$ cat config.mk
export PLATFORM = sky130hd
export DESIGN_NAME = conway_cell_flat
export DESIGN_NICKNAME = d
export VERILOG_FILES = /design/src/rtl/conway_pkg.sv /design/src/rtl/conway_cell_if.sv /design/src/rtl/conway_cell_neighbor_counter.sv /design/src/rtl/conway_cell.sv /design/src/flat_wrapper.sv
export SDC_FILE = /design/constraint.sdc
export NUM_CORES = 1
export LEC_CHECK = 0
export CAP_MARGIN = 10
export CORE_MARGIN = 3
export CORE_UTILIZATION = 23
export DETAILED_ROUTE_END_ITERATION = 6
export MAX_ROUTING_LAYER = met4
export PLACE_DENSITY = 0.61
export SLEW_MARGIN = 20
export SYNTH_ARGS = -nofsm -noshare
export SYNTH_HDL_FRONTEND = slang
export SYNTH_HIERARCHICAL = 1
export SYNTH_SLANG_ARGS = --single-unit
$ cat constraint.sdc
create_clock -name clk -period 7.95 [get_ports clk]
set_input_delay 1.59 -clock clk [delete_from_list [all_inputs] [get_ports clk]]
set_output_delay 1.59 -clock clk [all_outputs]
set_load 0.005 [all_outputs]
$ cat src/rtl/conway_pkg.sv
// conway_pkg: shared rule constants, cell type and next-state rule for the Game of Life cell
package conway_pkg;
    localparam int NEIGHBOR_COUNT_W = 4;
    localparam logic [NEIGHBOR_COUNT_W-1:0] BIRTH_COUNT = 4'd3;
    localparam logic [NEIGHBOR_COUNT_W-1:0] SURVIVE_COUNT = 4'd2;

    typedef logic cell_t;
    typedef logic [NEIGHBOR_COUNT_W-1:0] count_t;

    function automatic cell_t conway_next(cell_t s, count_t c);
        return (c == BIRTH_COUNT) | (s & (c == SURVIVE_COUNT));
    endfunction
endpackage

$ cat src/rtl/conway_cell_if.sv
// conway_cell_if: strobe/preset/neighbour inputs and state/flag outputs of one cell
import conway_pkg::*;

interface conway_cell_if #(parameter int AGE_W = 4);
    logic             ena;
    logic             load;
    cell_t            load_value;
    logic [7:0]       neighbors;
    count_t           neighbor_count;
    cell_t            state;
    logic [AGE_W-1:0] age;
    logic             stable;
    logic             oscillating;

    modport master (
        output ena, load, load_value, neighbors,
        input  neighbor_count, state, age, stable, oscillating
    );
    modport slave (
        input  ena, load, load_value, neighbors,
        output neighbor_count, state, age, stable, oscillating
    );
endinterface

$ cat src/rtl/conway_cell_neighbor_counter.sv
// neighbor_counter: combinational 8-bit popcount from full adders (3:2 tree, then ripple)
module full_adder (
    input  logic a_i,
    input  logic b_i,
    input  logic c_i,
    output logic s_o,
    output logic c_o
);
    assign s_o = a_i ^ b_i ^ c_i;
    assign c_o = (a_i & b_i) | (c_i & (a_i ^ b_i));
endmodule

module neighbor_counter
    import conway_pkg::*;
(
    input  logic [7:0] neighbors_i,
    output count_t     count_o
);
    logic s0, c0, s1, c1, s2, c2, s3, c3, k0, k1;

    // Tree: reduce to one weight-1 pair, one weight-2 bit and one weight-4 bit.
    full_adder u_fa0 (.a_i(neighbors_i[0]), .b_i(neighbors_i[1]), .c_i(neighbors_i[2]), .s_o(s0), .c_o(c0));
    full_adder u_fa1 (.a_i(neighbors_i[3]), .b_i(neighbors_i[4]), .c_i(neighbors_i[5]), .s_o(s1), .c_o(c1));
    full_adder u_fa2 (.a_i(s0), .b_i(s1), .c_i(neighbors_i[6]), .s_o(s2), .c_o(c2));
    full_adder u_fa3 (.a_i(c0), .b_i(c1), .c_i(c2), .s_o(s3), .c_o(c3));

    full_adder u_rc0 (.a_i(s2), .b_i(neighbors_i[7]), .c_i(1'b0), .s_o(count_o[0]), .c_o(k0));
    full_adder u_rc1 (.a_i(s3), .b_i(k0), .c_i(1'b0), .s_o(count_o[1]), .c_o(k1));
    full_adder u_rc2 (.a_i(c3), .b_i(k1), .c_i(1'b0), .s_o(count_o[2]), .c_o(count_o[3]));
endmodule

$ cat src/rtl/conway_cell.sv
// conway_cell: one Game of Life cell with change tracking and period-2 detection.
// Define CONWAY_CELL_AGE_EN to build the saturating age counter; otherwise age reads 0.
module conway_cell
    import conway_pkg::*;
#(
    parameter int AGE_W = 4
) (
    input logic         clk,
    input logic         rst,
    conway_cell_if.slave bus
);
    count_t cnt;
    cell_t  nxt, state_q, state_d;
    logic   changed, stable_q, stable_d, osc_q, osc_d, chg_q, chg_d;

    neighbor_counter u_cnt (.neighbors_i(bus.neighbors), .count_o(cnt));

    always_comb begin
        nxt      = conway_next(state_q, cnt);
        changed  = nxt != state_q;
        state_d  = bus.load ? bus.load_value : bus.ena ? nxt : state_q;
        stable_d = bus.load ? 1'b0 : bus.ena ? !changed : stable_q;
        osc_d    = bus.load ? 1'b0 : bus.ena ? (changed & chg_q) : osc_q;
        chg_d    = bus.load ? 1'b0 : bus.ena ? changed : chg_q;
    end

    always_ff @(posedge clk or negedge rst) begin
        if (!rst) begin
            state_q  <= 1'b0;
            stable_q <= 1'b0;
            osc_q    <= 1'b0;
            chg_q    <= 1'b0;
        end else begin
            state_q  <= state_d;
            stable_q <= stable_d;
            osc_q    <= osc_d;
            chg_q    <= chg_d;
        end
    end

`ifdef CONWAY_CELL_AGE_EN
    logic [AGE_W-1:0] age_q, age_d;

    always_comb
        age_d = bus.load ? '0 : !bus.ena ? age_q : changed ? '0 : (&age_q) ? age_q : age_q + 1'b1;

    always_ff @(posedge clk or negedge rst) begin
        if (!rst) age_q <= '0;
        else      age_q <= age_d;
    end

    assign bus.age = age_q;
`else
    assign bus.age = '0;
`endif

    assign bus.neighbor_count = cnt;
    assign bus.state          = state_q;
    assign bus.stable         = stable_q;
    assign bus.oscillating    = osc_q;
endmodule

$ cat src/flat_wrapper.sv
// flat-port wrapper written by rule: the top's interface ports become plain ports
module conway_cell_flat import conway_pkg::*;
#(
    parameter int AGE_W = 4
)
  (clk, rst, bus_ena, bus_load, bus_load_value, bus_neighbors, bus_neighbor_count, bus_state, bus_age, bus_stable, bus_oscillating);
  conway_cell_if #(.AGE_W(AGE_W)) bus_i ();
  input logic clk;
  input logic rst;
  input wire logic [$bits(bus_i.ena)-1:0] bus_ena;
  input wire logic [$bits(bus_i.load)-1:0] bus_load;
  input wire logic [$bits(bus_i.load_value)-1:0] bus_load_value;
  input wire logic [$bits(bus_i.neighbors)-1:0] bus_neighbors;
  output wire logic [$bits(bus_i.neighbor_count)-1:0] bus_neighbor_count;
  output wire logic [$bits(bus_i.state)-1:0] bus_state;
  output wire logic [$bits(bus_i.age)-1:0] bus_age;
  output wire logic [$bits(bus_i.stable)-1:0] bus_stable;
  output wire logic [$bits(bus_i.oscillating)-1:0] bus_oscillating;
  assign bus_i.ena = bus_ena;
  assign bus_i.load = bus_load;
  assign bus_i.load_value = bus_load_value;
  assign bus_i.neighbors = bus_neighbors;
  assign bus_neighbor_count = bus_i.neighbor_count;
  assign bus_state = bus_i.state;
  assign bus_age = bus_i.age;
  assign bus_stable = bus_i.stable;
  assign bus_oscillating = bus_i.oscillating;
  conway_cell #(.AGE_W(AGE_W)) u_core (.clk(clk), .rst(rst), .bus(bus_i));
endmodule
==> results.py <==
metrics = {
    "floorplanning": {
        "io_pins": 24,
        "start_util_pct": 25.6,
        "die_w_um": 47.9,
        "core_area_sq_um": 1580,
        "die_h_um": 47.9,
        "die-area_sq_um": 2290,
        "rows": 14,
    },
    "place": {
        "gp_congestion": 0.650,
        "place.detailed.hpwl_um": 681,
        "io_buffers": 19,
        "place_ws_ps": 1290,
    },
    "clock_network": {
        "cts_setup_buffers": 0,
        "cts_root_buf": "clkbuf_4",
        "cts.sinks": 4,
        "clk_latency_ps": 230,
        "htree_levels": 1,
        "post_cts_resized": 0,
        "ctsHoldBuffers": 0,
        "cts_tree": "yes",
        "path_clk_slew_ps": 40,
        "cts_buffers": 3,
        "cts_max_path_buffers": 2,
    },
    "yosys": {
        "synth_top_area_cell": "fa_1",
        "synth_top_area_share_pct": 34.8,
        "ys_top_cells_by_area": "fa_1 (35%), dfrtp_1 (25%), buf_4 (7.5%)",
        "synth_cell_type_count": 19,
        "syn_area_sq_um": 403,
        "yosysWarnings": 6,
        "ys_ff_latch": 4,
        "synth_area_per_cell_sq_um": 11.8,
        "netlist_instances": 34,
        "seq_area_frac_synth_pct": 24.8,
    },
    "timing": {
        "min_period_ps": 6620,
        "post-route-period-util_pct": 83.3,
        "setup_viol": 0,
        "fin_skew_ps": 3.01,
        "finalMaxSlewViolations": 0,
        "rsz0062_at_grt": "no",
        "fmax_mhz": 151,
        "fin_tns_setup_ps": 0,
        "layout_setup_ws_ps": 1330,
        "hold_violations": 0,
    },
    "grt": {
        "grt_max_degree": 10,
        "grt.overflow.total": 0,
        "grt_pass1_wl_um": 1190,
        "grt_usage_pct": 7.87,
        "antenna_found_initial": 0,
        "grt_pass1_vias": 296,
    },
    "status": {
        "status": "finished clean",
    },
    "cells_and_area": {
        "fillers": 161,
        "drive_gt1_share_pct": 8.93,
        "final_net_count": 78,
        "syn_to_final_growth_pct": 54.0,
        "diodes": 0,
    },
    "route": {
        "dr.first_iter.drc_count": 4,
        "postRouteAntennaNets": 0,
        "wl_per_cell_um": 10.9,
        "drc": 0,
        "dr.pass1.iters": 2,
        "vias": 307,
        "vias_per_cell": 4.26,
        "routed_wl_um": 785,
    },
    "min_path": {
        "worstHoldStart": "u_core/bus.oscillating",
        "min_path_type": "flop to flop",
        "hold_depth": 2,
        "hold_end": "u_core/bus.oscillating",
    },
    "critical_path": {
        "reg2reg_from": "u_core/bus.state",
        "critPathLaunchType": "input pin",
        "startpoint": "bus_neighbors[0]",
        "path_common_cell": "fa_1",
        "critical_path.max_fanout": 2,
        "critPathRequiredTime_ps": 6360,
        "rrSetupSlack_ps": 6760,
        "critPathKind": "input pin to output port",
        "reg2reg_depth": 3,
        "crit_path_end_kind": "output port",
        "max_stage_delay_ps": 580,
        "timing.rr.end": "u_core/bus.stable",
        "path_cells": "clkdlybuf4s50_1 > fa_1 > fa_1 > fa_1 > fa_1 > fa_1 > clkdlybuf4s50_1",
        "arrival_ps": 5030,
        "critPathSlowestCell": "fa_1",
    },
    "power": {
        "ir_drop_mv": 0.0581,
        "p_per_area_nw_per_um2": 197,
        "leakage_nw": 0.248,
    },
    "flow_run": {
        "drv_cap": 0,
    },
}
[metal layers]
| layer | wire length, um | GRT usage [%] |
|---|---|---|
| met5 | 0 | - |
| met4 | 0 | 4.84 |
| met3 | 78 | 2.26 |
| met2 | 381 | 11.6 |
| met1 | 325 | 9.32 |
[per-stage QoR]
step | power [mW] | util [%] | hold slack, ps | instance area [sq um] | std cells
4_1_cts | 0.126 | 39.4 | 557 | 621 | 72
5_1_grt | 0.133 | 39.4 | 568 | 621 | 72
3_3_place_gp | 0.0988 | 37.9 | 547 | 598 | 69
3_5_place_dp | 0.100 | 37.9 | 549 | 598 | 69
2_1_floorplan | 0.0670 | - | 535 | 422 | 39
6_report | 0.123 | 39.4 | 552 | 621 | 72
[layout make-up]
| class | instances | area (sq um) | area share [%] |
|---|---|---|---|
| clock buffer | 3 | 22.5 | 3.63 |
| multi-input combinational | 30 | 288 | 46.4 |
| tap | 16 | 20.0 | 3.23 |
| sequential | 4 | 100 | 16.1 |
| timing repair buffer | 19 | 190 | 30.6 |
[where the power goes]
group          internal (mW)  switching [mW]  leakage [nW]
logic                 0.0446          0.0280         0.182
registers             0.0228         0.00242        0.0522
clock network         0.0169         0.00784        0.0138
[registers in the layout, indices dropped and copies added (netlist names)]
signal and flops:
u_core/bus.oscillating 1, u_core/bus.stable 1, u_core/chg_q 1, u_core/bus.state 1
[Yosys cell counts (all sizes together)]
master	n
nand2b	1
a21oi	1
a31oi	1
buf	4
clkbuf	1
a211oi	1
o31ai	1
nand2	1
nor2	2
fa	7
nand4	1
nor3b	1
a2111oi	1
conb	2
and3	1
nand4b	1
nor2b	2
dfrtp	4
mux2i	1
[cells in the final DEF (no fill, tap or decap)]
master,count
a31oi_1,1
o31ai_1,1
clkbuf_4,3
mux2i_1,1
a21oi_1,1
nor3b_4,1
nand2_1,1
clkdlybuf4s50_1,19
a211oi_1,1
a2111oi_2,1
conb_1,7
nor2_1,2
dfrtp_1,4
and3_1,1
fa_1,7
nor2b_1,2
nand4_1,1
nand2b_1,1
nand4b_1,1
[kinds of logic (layout without fill, tap and decap cells)]
| family | Yosys count | in the layout | synth area share, % |
|---|---|---|---|
| other | 2 | 7 | 1.86 |
| and+or+nand+nor | 10 | 10 | 17.4 |
| DFF | 4 | 4 | 24.8 |
| muxes | 1 | 1 | 2.48 |
| buffers and inverters | 5 | 22 | 8.38 |
| adders and majority gates | 7 | 7 | 34.8 |
| AOI/OAI and AO/OA | 5 | 5 | 10.2 |
[worst max-delay path by stage]
stage / to / slack [ps]
after floorplan: bus_neighbor_count[2] / 2310
after global placement: bus_neighbor_count[2] / 1320
after detailed placement: bus_neighbor_count[2] / 1290
after CTS: bus_neighbor_count[2] / 1290
after global routing: bus_neighbor_count[2] / 1190
final: bus_neighbor_count[2] / 1330
[critical path: cells and delay by family]
kind | cells | cell delay [ps]
buf+inv | 2 | 950
fa+ha+maj | 5 | 2480
(Power assumes the default switching activity.)
